===== config.mk =====
export PLATFORM = sky130hd
export DESIGN_NAME = instr_fetch_flat
export DESIGN_NICKNAME = d
export VERILOG_FILES = /design/src/rtl/instr_fetch_if.sv /design/src/rtl/instr_fetch.sv /design/src/flat_wrapper.sv
export SDC_FILE = /design/constraint.sdc
export NUM_CORES = 1
export LEC_CHECK = 0
export ABC_AREA = 1
export BUFFER_PORTS_ARGS = -buffer_cell sky130_fd_sc_hd__buf_2
export CAP_MARGIN = 20
export CORE_AREA = 2 2 125 96
export CTS_BUF_LIST = sky130_fd_sc_hd__clkbuf_4
export DETAILED_ROUTE_END_ITERATION = 6
export DIE_AREA = 0 0 127 98
export PLACE_DENSITY = 0.88
export SYNTH_ARGS = -nofsm -noshare
export SYNTH_HDL_FRONTEND = slang
export SYNTH_SLANG_ARGS = --single-unit
export TNS_END_PERCENT = 5

===== constraint.sdc =====
create_clock -name clk -period 3.82 [get_ports clk]
set_clock_uncertainty 0.15 [all_clocks]
set_input_delay 0 -clock clk [delete_from_list [all_inputs] [get_ports clk]]
set_output_delay 0 -clock clk [all_outputs]
set_load 0.005 [all_outputs]

===== src/rtl/instr_fetch_if.sv =====
// Fetch-stage bus bundle: instruction memory port, IF/ID handshake
// and the redirect inputs coming back from decode.
interface instr_fetch_if #(
  parameter int PC_W = 32
);
  logic [PC_W-1:0] imem_addr;
  logic [PC_W-1:0] imem_rdata;
  logic            out_valid;
  logic            out_ready;
  logic [PC_W-1:0] out_instr;
  logic [PC_W-1:0] out_pc_plus4;
  logic            branch_en;
  logic [15:0]     branch_imm;
  logic            jump_en;
  logic [25:0]     jump_idx;

  modport master (
    output imem_addr,
    input  imem_rdata,
    output out_valid,
    input  out_ready,
    output out_instr,
    output out_pc_plus4,
    input  branch_en,
    input  branch_imm,
    input  jump_en,
    input  jump_idx
  );

  modport slave (
    input  imem_addr,
    output imem_rdata,
    input  out_valid,
    output out_ready,
    input  out_instr,
    input  out_pc_plus4,
    output branch_en,
    output branch_imm,
    output jump_en,
    output jump_idx
  );
endinterface


===== src/rtl/instr_fetch.sv =====
// Fetch stage: PC register, IF/ID slot with valid/ready, decode redirects.
// Optional IF_PERF_CNT_EN adds fetch/flush performance counters.
module instr_fetch #(
  parameter int              PC_W     = 32,
  parameter logic [PC_W-1:0] RESET_PC = '0
) (
  input logic           clk,
  input logic           rst,
  instr_fetch_if.master bus
`ifdef IF_PERF_CNT_EN
  ,
  output logic [31:0]   perf_fetch_cnt,
  output logic [31:0]   perf_flush_cnt
`endif
);

  typedef struct packed {
    logic [PC_W-1:0] instr;
    logic [PC_W-1:0] pc_plus4;
  } if_id_t;

  logic [PC_W-1:0] pc;
  logic [PC_W-1:0] pc_inc;
  logic [PC_W-1:0] br_off;
  logic [PC_W-1:0] target;
  if_id_t          slot;
  logic            valid;
  logic            redirect;
  logic            fire;

  assign pc_inc   = pc + PC_W'(4);
  assign br_off   = {{14{bus.branch_imm[15]}}, bus.branch_imm, 2'b00};
  assign redirect = valid & (bus.jump_en | bus.branch_en);
  assign fire     = ~valid | bus.out_ready;

  // Jump wins over branch; both are relative to the slot's pc+4.
  always_comb begin
    target = slot.pc_plus4 + br_off;
    if (bus.jump_en)
      target = {slot.pc_plus4[PC_W-1:PC_W-4], bus.jump_idx, 2'b00};
  end

  always_ff @(posedge clk) begin
    if (rst) begin
      pc    <= RESET_PC;
      valid <= 1'b0;
      slot  <= '0;
    end else if (redirect) begin
      pc    <= target;
      valid <= 1'b0;
    end else if (fire) begin
      slot  <= '{instr: bus.imem_rdata, pc_plus4: pc_inc};
      valid <= 1'b1;
      pc    <= pc_inc;
    end
  end

  assign bus.imem_addr    = pc;
  assign bus.out_valid    = valid;
  assign bus.out_instr    = slot.instr;
  assign bus.out_pc_plus4 = slot.pc_plus4;

`ifdef IF_PERF_CNT_EN
  always_ff @(posedge clk) begin
    if (rst) begin
      perf_fetch_cnt <= '0;
      perf_flush_cnt <= '0;
    end else begin
      if (redirect)
        perf_flush_cnt <= perf_flush_cnt + 32'd1;
      else if (valid & bus.out_ready)
        perf_fetch_cnt <= perf_fetch_cnt + 32'd1;
    end
  end
`endif

endmodule


===== src/flat_wrapper.sv =====
// flat-port wrapper written by rule: the top's interface ports become plain ports
module instr_fetch_flat 
#(
  parameter int              PC_W     = 32,
  parameter logic [PC_W-1:0] RESET_PC = '0
)
  (clk, rst, bus_imem_addr, bus_imem_rdata, bus_out_valid, bus_out_ready, bus_out_instr, bus_out_pc_plus4, bus_branch_en, bus_branch_imm, bus_jump_en, bus_jump_idx);
  instr_fetch_if #(.PC_W(PC_W)) bus_i ();
  input logic clk;
  input logic rst;
  output wire logic [$bits(bus_i.imem_addr)-1:0] bus_imem_addr;
  input wire logic [$bits(bus_i.imem_rdata)-1:0] bus_imem_rdata;
  output wire logic [$bits(bus_i.out_valid)-1:0] bus_out_valid;
  input wire logic [$bits(bus_i.out_ready)-1:0] bus_out_ready;
  output wire logic [$bits(bus_i.out_instr)-1:0] bus_out_instr;
  output wire logic [$bits(bus_i.out_pc_plus4)-1:0] bus_out_pc_plus4;
  input wire logic [$bits(bus_i.branch_en)-1:0] bus_branch_en;
  input wire logic [$bits(bus_i.branch_imm)-1:0] bus_branch_imm;
  input wire logic [$bits(bus_i.jump_en)-1:0] bus_jump_en;
  input wire logic [$bits(bus_i.jump_idx)-1:0] bus_jump_idx;
  assign bus_imem_addr = bus_i.imem_addr;
  assign bus_i.imem_rdata = bus_imem_rdata;
  assign bus_out_valid = bus_i.out_valid;
  assign bus_i.out_ready = bus_out_ready;
  assign bus_out_instr = bus_i.out_instr;
  assign bus_out_pc_plus4 = bus_i.out_pc_plus4;
  assign bus_i.branch_en = bus_branch_en;
  assign bus_i.branch_imm = bus_branch_imm;
  assign bus_i.jump_en = bus_jump_en;
  assign bus_i.jump_idx = bus_jump_idx;
  instr_fetch #(.PC_W(PC_W), .RESET_PC(RESET_PC)) u_core (.clk(clk), .rst(rst), .bus(bus_i));
endmodule

# ---- Word level (Yosys, flattened, before mapping)
# Cells that the tools add are included.
# W data, S select, Z words.
dict set report word_totals {
  reg_bits 97
  in_bits 79
  word_cells 17
}
dict set report classes {
  addsub 2
  n_mux 3
  n_bitwise 5
  n_reduce_logical 3
}
# operator count
set ops {}
lappend ops {{$mux W32} 3}
lappend ops {{$add A32 B3 Y32 const B} 1}
lappend ops {{$add A32 B32 Y32} 1}
lappend ops {{$not A1 Y1} 2}
lappend ops {{$or A1 B1 Y1} 2}
lappend ops {{$reduce_and A2 Y1} 1}
lappend ops {{$reduce_bool A2 Y1} 1}
lappend ops {{$reduce_or A2 Y1} 1}
lappend ops {{$and A1 B1 Y1} 1}

# ---- Longest topological paths before layout
# Gate-level depths: netlist of run 1.
dict set report logic_depth {
  word_depth 4
  ltp_mapped 15
}

# ---- Worst setup path before layout of run 1
# OpenSTA, ideal clock, no wires.
dict set report synth_timing {
  kind {reg2reg}
  startpoint {reg u_core.slot, in the netlist u_core.bus.out_pc_plus4[2]}
  endpoint {reg u_core.pc[16], in the netlist u_core.bus.imem_addr[16]}
  setup_ns 0.132
  arrival_ns 1.753
  t_required_ns 3.538
  path_slack_ns 1.785
  stages_incl_launch_ff 11
  cell_sequence {dfxtp_1 ha_1 fa_1 nand3_1 nand2_1 a21oi_1 o21ai_0 xnor2_1 nand2_1 nand2_1 a21oi_1}
}
dict set report synth_between {
  elab_chain_len 3
}
# element line_no
set synth_rtl {}
lappend synth_rtl {{start: declaration} instr_fetch.sv:26} ;# if_id_t slot;
lappend synth_rtl {{start signal: assignment} instr_fetch.sv:52} ;# slot <= '{instr: bus.imem_rdata, pc_plus4: pc_inc};
lappend synth_rtl {{$add A32 B32 Y32} instr_fetch.sv:38} ;# target = slot.pc_plus4 + br_off;
lappend synth_rtl {{$mux W32} instr_fetch.sv:39} ;# if (bus.jump_en)
lappend synth_rtl {{$mux W32} instr_fetch.sv:48} ;# end else if (redirect) begin
lappend synth_rtl {{end signal: assignment} instr_fetch.sv:49} ;# pc <= target;
lappend synth_rtl {{end signal: assignment} instr_fetch.sv:54} ;# pc <= pc_inc;
lappend synth_rtl {{end: declaration} instr_fetch.sv:22} ;# logic [PC_W-1:0] pc;
# No other way between the ends.
# A chain may end at the register's enable or synchronous reset.

# ---- Worst setup path in the final report of run 1
# Same ends and word-level chain as after synthesis.

==> impl_metrics.yaml, run 1 <==
timing:
  setup_violations: 0
  max_freq_ghz: 0.283
  slew_violations: 0
  grt_setup_unrepaired: "false"
  slew_headroom_pct: 37.6
  fin_crit_ns: 3.53
  tightest_slew_ns: 0.935
  setup_tns_ns: 0
  period_share_pct: 92.5
  finalHoldViolCount: 0
yosys:
  synth.area.top_cells: "dfxtp_1, nand2_1, nor2_1, a21oi_1, ha_1"
  synthCells: 1049
  synth_flop_cell: "dfxtp_1"
  synth_common_cells: "nand2_1, nor2_1, inv_1"
  syn_nets: 1159
  synth_area_um2: 6500
  netlist.area_leader.share_pct: 29.9
  yosys_warnings: 0
  ys_seq_area_share_pct: 29.9
  ys_async_sr_fraction_pct: 0
  synth_most_common_cell: "nand2_1"
  synth_cell_type_count: 36
  yosys.area.top_type: "dfxtp_1"
  synth_edf_count: 0
  synth_area_per_cell_um2: 6.19
  ys_ff_latch: 97
global_routing:
  grt_pass1_vias: 7409
  track_usage_pct: 37.6
  grt_pass1_wl_mm: 37.5
  grt_max_degree: 64
  antenna_found_initial: 0
  overflow: 0
detailed_routing:
  antenna_left: 0
  vias_per_cell: 5.70
  drt-pass1-iter-count: 6
  wl_per_cell_um: 16.6
  drcViolationCount: 0
  totalWireLength_mm: 23.8
  drtIter0Drc: 1083
  routed-via-count: 8185
critical_path:
  end_kind: "register"
  r2r_slack_ns: 0.29
  cp_data_arrival_time_ns: 3.78
  reg2reg_to: "u_core.bus.imem_addr[16]"
  worstSetupStartpoint: "u_core.bus.out_pc_plus4[2]"
  worst_ep_required_time_ns: 4.06
  cp-start-kind: "register"
  critical_path_class: "register to register"
  cp_max_fo: 5
  endpoint: "u_core.bus.imem_addr[16]"
  r2r_cells: 12
  r2r_start: "u_core.bus.out_pc_plus4[2]"
clocking:
  post-cts-setup-buffers: 0
  cts_sinks: 97
  clockRootBuffer: "clkbuf_4"
  clk_latency_ns: 0.49
  cts_tree: "done"
  clk_path_buf_depth: 2
  htree_levels: 3
  cts-resized-gates: 0
  cts_made_buffers: 9
  path_clk_slew_ns: 0.17
cells_and_area:
  final_area_um2: 8390
  area_growth_pct: 29.2
  num-fill-cells: 900
  nNetsFinal: 1396
  regArea_um2: 1940
  multi_input_area_um2: 4000
  layout-drive-gt1-share_pct: 18.0
placement:
  port-buffer-count: 175
  dp_hpwl_mm: 16.1
  placed_cell_area_um2: 7430
  gp_congestion: 0.951
pwr:
  power.density_nw_per_um2: 287
  vdd_drop_max_uv: 253
  p_leak_nw: 4.14
die:
  fp.dieArea_um2: 12400
  die_x_um: 127
  core_um2: 11300
  start_util_pct: 57.4
  dieHeight_um: 98
  pin_count: 176
  rows: 34
hold_path:
  hold_class: "input pin to register"
  hp-start: "bus_jump_en"
run:
  drv_cap: 0
status:
  status: "complete, no violations"
stage by stage:
stage / worst slack, ns / utilization (%) / hold slack [ns] / instances / power (mW)
2_1_floorplan: 1.79 / - / -0.0151 / 1049 / 1.53
3_3_place_gp: 1.53 / 65.7 / 0.0698 / 1337 / 1.75
3_5_place_dp: 1.50 / 65.7 / 0.0786 / 1337 / 1.76
4_1_cts: 0.388 / 74.1 / 0.00203 / 1435 / 2.36
5_1_grt: 0.152 / 74.1 / 0.0369 / 1435 / 2.52
6_report: 0.287 / 74.2 / 0.0412 / 1436 / 2.41
worst max-delay path, stage by stage, from the launching register on:
cell and delay [ns]:
dfxtp_1 0.36, ha_1 0.21, fa_1 0.44, nand3_1 0.11, nand2_1 0.13, a21oi_1 0.34
o21ai_0 0.17, xnor2_1 0.15, nand2_1 0.06, nand2_1 0.10, dlygate4sd3_1 0.55, a21oi_1 0.06
dlygate4sd3_1 0.60
worst min path at each step:
stage	endpoint	slack [ns]	cells after the start
final	u_core.bus.imem_addr[11]	0.04	3
after global routing	u_core.bus.imem_addr[11]	0.04	3
after CTS	u_core.bus.imem_addr[11]	0.002	3
after detailed placement	u_core.bus.out_instr[0]	0.08	3
after global placement	u_core.bus.out_instr[15]	0.07	3
after floorplan	u_core.bus.out_instr[10]	-0.02	2
cell families after synthesis:
family | count (synthesis) | share of synthesized area (%)
AOI/OAI and AO/OA | 198 | 16.2
xor gates and xnor gates | 24 | 3.24
adders and majority gates | 31 | 6.09
buffers and inverters | 140 | 8.49
DFF | 97 | 29.9
and+or+nand+nor | 559 | 36.1
power breakdown:
| part | internal, mW | switching, mW |
|---|---|---|
| clock network | 0.198 | 0.359 |
| logic | 0.284 | 0.401 |
| registers | 1.09 | 0.0799 |
cell type report:
class	instances	share of cell area [%]
repair buffers	263	20.8
inverters	103	4.61
clock buffers	9	0.805
well taps	144	2.15
flip-flops and latches	97	23.1
diodes	1	0.0298
multi-input cells	812	47.7
clock inverters	7	0.820
repair_timing:
action / 4_1_cts / 5_1_grt
endpoints found under the hold margin: 72 / 0
hold buffers: 82 / 0
setup endpoints to repair: 0 / 0
placed cells by master, fill, tap and decap left out, types with 5 or more instances in the layout:
cell           instances
nor3_1                 6
buf_2                175
nor2_2                 9
clkbuf_4               9
ha_1                  30
a22oi_1                6
nand2_1              265
buf_4                  6
o21ai_0               66
nor2_1               188
o21bai_1               5
nand4_1                9
a21oi_1               97
xnor2_1                6
nor3_2                 8
nand2_2                6
inv_1                 98
xor2_1                18
inv_2                  5
dfxtp_1               97
nand3_1               55
o21ai_1                6
dlygate4sd3_1         82
a31oi_1               13
flip-flops by register name, indices dropped and copies added (netlist names):
signal / cells
u_core.bus.out_pc_plus4: 32
u_core.bus.out_valid: 1
u_core.bus.imem_addr: 32
u_core.bus.out_instr: 32
routing by layer:
layer | global-route usage (%) | vias up | wire [um]
met5 | 0 | - | 0
met4 | 18.6 | 0 | 1270
met3 | 8.00 | 120 | 2690
met2 | 57.6 | 587 | 10300
met1 | 50.3 | 3612 | 9510
li1 | - | 3866 | -
No activity file was read; power rests on OpenSTA's default activity.
==> run 2: changes to the inputs <==
==> constraint.sdc (replaced) <==
create_clock -name clk -period 3.82 [get_ports clk]
set_clock_uncertainty 0.15 [all_clocks]
set_input_delay 0.382 -clock clk [delete_from_list [all_inputs] [get_ports clk]]
set_output_delay 0.382 -clock clk [all_outputs]
set_load 0.005 [all_outputs]
==> impl_metrics.yaml, run 2 (synthesized netlist as in run 1, its figures left out) <==
timing:
  grt_setup_unrepaired: "false"
  tightest_slew_ns: 0.917
  slew_violations: 0
  finalHoldViolCount: 0
  fin_crit_ns: 2.45
  worst_slack_ns: 1.37
  slew_headroom_pct: 38.8
  setup_tns_ns: 0
  setup_violations: 0
  max_freq_ghz: 0.407
  period_share_pct: 64.3
detailed_routing:
  totalWireLength_mm: 22.1
  vias_per_cell: 5.63
  drt-pass1-iter-count: 6
  antenna_left: 0
  routed-via-count: 7792
  drtIter0Drc: 1031
  drcViolationCount: 0
  wl_per_cell_um: 15.9
cells_and_area:
  utilization_pct: 69.9
  final-instance-count-excl-fill: 1385
  final_common_cell: "nand2_1"
  layout-drive-gt1-share_pct: 18.9
  layout_common_cells: "nand2_1, nor2_1, buf_2"
  area_growth_pct: 21.7
  diodes: 0
  nNetsFinal: 1346
die:
  start_util_pct: 57.4
  pin_count: 176
  die_x_um: 127
  core_um2: 11300
  dieHeight_um: 98
  rows: 34
  fp.dieArea_um2: 12400
clocking:
  htree_levels: 3
  clk_latency_ns: 0.48
  post-cts-setup-buffers: 0
  cts_sinks: 97
  cts_tree: "done"
  clockRootBuffer: "clkbuf_4"
  cts_made_buffers: 9
  path_clk_slew_ns: 0.16
  clk_path_buf_depth: 2
global_routing:
  overflow: 0
  track_usage_pct: 35.2
  grt_pass1_vias: 6830
  grt_use_met2_pct: 54.3
  grt_max_degree: 64
  met3_usage_pct: 7.62
  antenna_found_initial: 0
  grt-busiest-layer: "met2"
  grt_use_met1_pct: 48.7
  grt_pass1_wl_mm: 34.9
critical_path:
  cp_data_arrival_time_ns: 2.66
  cp-start-kind: "register"
  worst_ep_required_time_ns: 4.02
  r2r_slack_ns: 1.37
  end_kind: "register"
  critical_path_class: "register to register"
  cp_max_fo: 5
pwr:
  p_total_mw: 2.42
  power.density_nw_per_um2: 306
  p_leak_nw: 3.97
  vdd_drop_max_uv: 210
placement:
  gp_congestion: 0.980
  dp.cells: 1339
  dp_hpwl_mm: 16.2
  port-buffer-count: 175
  post-place-ws_ns: 1.27
status:
  status: "complete, no violations"
run:
  drv_cap: 0
hold_path:
  hold_class: "input pin to register"
[run 2: cell count changes in the layout (fill, tap and decap cells not counted)]
cell / change
buf_4: +2
bufinv_16: +1
clkinv_4: +1
clkinvlp_4: -2
diode_2: -1
dlygate4sd3_1: -52
[run 2: area by class of cell]
| class | instances | area [um^2] |
|---|---|---|
| multi-input cells | 812 | 4000 |
| fillers | 996 | 3410 |
| flip-flops and latches | 97 | 1940 |
| repair buffers | 213 | 1240 |
| inverters | 103 | 387 |
| well taps | 144 | 180 |
| clock inverters | 7 | 92.6 |
| clock buffers | 9 | 67.6 |
[run 2: timing repair]
action,in CTS,in global routing
gates resized for setup,0,0
endpoints found under the hold margin,30,0
hold buffers,30,0
[run 2: critical path: stages, from the launching register on]
cell	delay, ns
dfxtp_1	0.37
ha_1	0.22
fa_1	0.43
nand3_1	0.11
nand2_1	0.13
a21oi_1	0.34
o21ai_0	0.16
xnor2_1	0.16
nand2_1	0.07
nand2_1	0.13
a21oi_1	0.07
[run 2: through the flow]
stage                     hold slack (ns)  instance area (um^2)
after CTS                         0.00661                  7910
after global placement              0.317                  7450
after global routing              0.00389                  7910
final                              0.0139                  7910
after floorplan                     0.289                  6500
after detailed placement            0.331                  7450
[run 2: final timing paths]
kind,start,endpoint,cells past startpoint
worst max-delay path,u_core.bus.out_pc_plus4[2],u_core.bus.imem_addr[16],10
worst max register to register,u_core.bus.out_pc_plus4[2],u_core.bus.imem_addr[16],10
worst min-delay path,bus_imem_rdata[10],u_core.bus.out_instr[10],3
worst min register to register,u_core.bus.out_pc_plus4[5],u_core.bus.out_pc_plus4[5],2
[run 2: power by group]
part / switching, mW / total, mW / internal, mW / leakage [nW]
registers: 0.0806 / 1.17 / 1.09 / 0.797
clock network: 0.364 / 0.630 / 0.266 / 0.0901
logic: 0.376 / 0.620 / 0.244 / 3.09
total: 0.821 / 2.42 / 1.60 / 3.97
[run 2: per-layer routing]
metal,up-vias,wire [um]
met2,513,9680
met5,-,0
met1,3442,9180
li1,3766,-
met4,0,751
met3,71,2450
==> run 3: changes to the inputs <==
--- a/config.mk
+++ b/config.mk
@@ -5,14 +5,14 @@
 export SDC_FILE = /design/constraint.sdc
 export NUM_CORES = 1
 export LEC_CHECK = 0
-export ABC_AREA = 1
+export ABC_AREA = 0
 export BUFFER_PORTS_ARGS = -buffer_cell sky130_fd_sc_hd__buf_2
 export CAP_MARGIN = 20
-export CORE_AREA = 2 2 125 96
+export CORE_AREA = 2 2 130 101
 export CTS_BUF_LIST = sky130_fd_sc_hd__clkbuf_4
 export DETAILED_ROUTE_END_ITERATION = 6
-export DIE_AREA = 0 0 127 98
-export PLACE_DENSITY = 0.88
+export DIE_AREA = 0 0 132 103
+export PLACE_DENSITY = 0.79
 export SYNTH_ARGS = -nofsm -noshare
 export SYNTH_HDL_FRONTEND = slang
 export SYNTH_SLANG_ARGS = --single-unit
==> constraint.sdc (replaced) <==
create_clock -name clk -period 2.2 [get_ports clk]
set_clock_uncertainty 0.15 [all_clocks]
set_input_delay 0.22 -clock clk [delete_from_list [all_inputs] [get_ports clk]]
set_output_delay 0.22 -clock clk [all_outputs]
set_load 0.005 [all_outputs]
==> impl_metrics.yaml, run 3 <==
die:
  dieHeight_um: 103
  die_x_um: 132
  rows: 36
  start_util_pct: 47.4
  core_um2: 12500
  pin_count: 176
  fp.dieArea_um2: 13600
global_routing:
  met3_usage_pct: 8.85
  track_usage_pct: 32.4
  grt_max_degree: 44
  grt_pass1_wl_mm: 35.4
  grt_pass1_vias: 7215
  antenna_found_initial: 0
  overflow: 0
  grt_use_met1_pct: 40.7
  grt-busiest-layer: "met2"
  grt_use_met2_pct: 54.6
timing:
  finalHoldViolCount: 0
  slew_violations: 0
  tightest_slew_ns: 0.808
  slew_headroom_pct: 46.1
  fin_crit_ns: 2.60
  setup_violations: 24
  holdWs_ns: 0.0236
  worst_slack_ns: -0.404
  max_freq_ghz: 0.384
  grt_setup_unrepaired: "true"
  period_share_pct: 118
placement:
  dp_hpwl_mm: 15.2
  gp_congestion: 0.989
  post-place-ws_ns: -0.499
  port-buffer-count: 175
yosys:
  synth_most_common_cell: "nand2_1"
  synth_flop_cell: "dfxtp_1"
  ys_ff_latch: 97
  synth_area_per_cell_um2: 7.67
  synth_common_cells: "nand2_1, dfxtp_1, a21oi_1"
  synth_edf_count: 0
  synth_area_um2: 5910
  ys_seq_area_share_pct: 32.9
  yosys.area.top_type: "dfxtp_1"
  syn_nets: 881
  netlist.area_leader.share_pct: 32.9
  ys_async_sr_fraction_pct: 0
  synthCells: 771
  synth_cell_type_count: 66
  yosys_warnings: 0
  synth.area.top_cells: "dfxtp_1, nand2_1, a21oi_1, ha_1, nor2_1"
critical_path:
  critPathBufInv: 2
  end_kind: "register"
  cp-start-kind: "register"
  worst_ep_required_time_ns: 2.45
  cp_top_family: "compound AO/OA/AOI/OAI gates"
  slowest_stage: "dfxtp_2"
  cp_max_fo: 4
  crit_top_cell: "buf_4"
  path_cells: "ha_4, fa_2, a211oi_4, o21ai_2, a21boi_2, o21a_2, nor4_2, o21ai_1, buf_4, buf_4, a221o_1"
  cp_data_arrival_time_ns: 2.85
  crit_path_max_incr_delay_ns: 0.40
  critical_path_class: "register to register"
clocking:
  cts_made_buffers: 9
  clk_latency_ns: 0.49
  clockRootBuffer: "clkbuf_4"
  path_clk_slew_ns: 0.20
  cts_sinks: 97
  cts_tree: "done"
  htree_levels: 3
  clk_path_buf_depth: 2
pwr:
  p_leak_nw: 4.22
  power.density_nw_per_um2: 532
  vdd_drop_max_uv: 344
  p_total_mw: 4.85
status:
  violations: "negative setup slack"
  status: "complete, but fails checks"
cells_and_area:
  final_common_cell: "buf_2"
  layout-drive-gt1-share_pct: 37.1
  area_growth_pct: 54.4
  layout_common_cells: "buf_2, buf_4, nand2_1"
  diodes: 0
  nNetsFinal: 1241
  num-fill-cells: 880
detailed_routing:
  drt-pass1-iter-count: 6
  antenna_left: 0
  totalWireLength_mm: 23.0
  wl_per_cell_um: 17.6
  drtIter0Drc: 551
  drcViolationCount: 0
  routed-via-count: 7518
  vias_per_cell: 5.75
hold_path:
  hold_class: "input pin to register"
run:
  drv_cap: 0
-- run 3: path summary, 6_finish.rpt --
| kind | from | to | slack, ns | cells after the start |
|---|---|---|---|---|
| worst min-delay path | bus_jump_idx[6] | u_core.bus.imem_addr[8] | 0.02 | 5 |
| worst max register to register | u_core.bus.out_pc_plus4[2] | u_core.bus.imem_addr[28] | -0.40 | 11 |
| worst max-delay path | u_core.bus.out_pc_plus4[2] | u_core.bus.imem_addr[28] | -0.40 | 11 |
| worst min register to register | u_core.bus.out_instr[27] | u_core.bus.out_instr[27] | 0.32 | 2 |
-- run 3: timing repair --
| action | 4_1_cts | 5_1_grt |
|---|---|---|
| pin swaps | 37 | 14 |
| gates resized for setup | 37 | 27 |
| setup endpoints to repair | 28 | 39 |
| hold buffers | 62 | 0 |
| setup buffers | 4 | 2 |
| hold endpoints to repair | 59 | 0 |
| gates cloned | 0 | 0 |
-- run 3: tightest hold or removal path, cell delays in order --
cell      delay [ns]
buf_2           0.07
nand2_1         0.06
o21ai_0         0.10
a221oi_1        0.09
nor2_1          0.09
-- run 3: layout make-up --
cell class / count / area [um^2] / share of cell area, %
clock buffer: 9 / 67.6 / 0.740
tap: 171 / 214 / 2.34
timing repair buffer: 397 / 2760 / 30.3
inverter: 8 / 30.0 / 0.329
sequential: 97 / 1950 / 21.4
clock inverter: 7 / 93.8 / 1.03
multi-input combinational: 618 / 4010 / 43.9
-- run 3: report_power, final --
group / internal (mW) / switching [mW]
logic: 0.874 / 0.912
registers: 1.90 / 0.119
clock network: 0.286 / 0.766
total: 3.06 / 1.80
-- run 3: metal layers --
| metal | share of wire [%] | wire [um] | up-vias |
|---|---|---|---|
| met4 | 2.9 | 671 | 0 |
| li1 | - | - | 3506 |
| met1 | 41 | 9500 | 3482 |
| met2 | 45 | 10400 | 453 |
| met3 | 11 | 2440 | 77 |
| met5 | 0 | 0 | - |
-- run 3: kinds of logic after synthesis --
family	share of synthesized area [%]
mux	0.360
buf+inv	4.11
simple gates	22.9
flops	32.9
fa+ha+maj	6.69
compound gates	26.4
xor+xnor	6.67
-- run 3: per-stage QoR --
stage	util, %	std cells	area [um^2]	setup TNS (ns)
final	73.2	1307	9130	-4.69
after floorplan	-	771	5950	-1.38
after CTS	72.1	1305	8990	-4.08
after detailed placement	64.5	1223	8050	-6.52
after global routing	73.2	1307	9130	-7.47
after global placement	64.5	1223	8050	-5.55
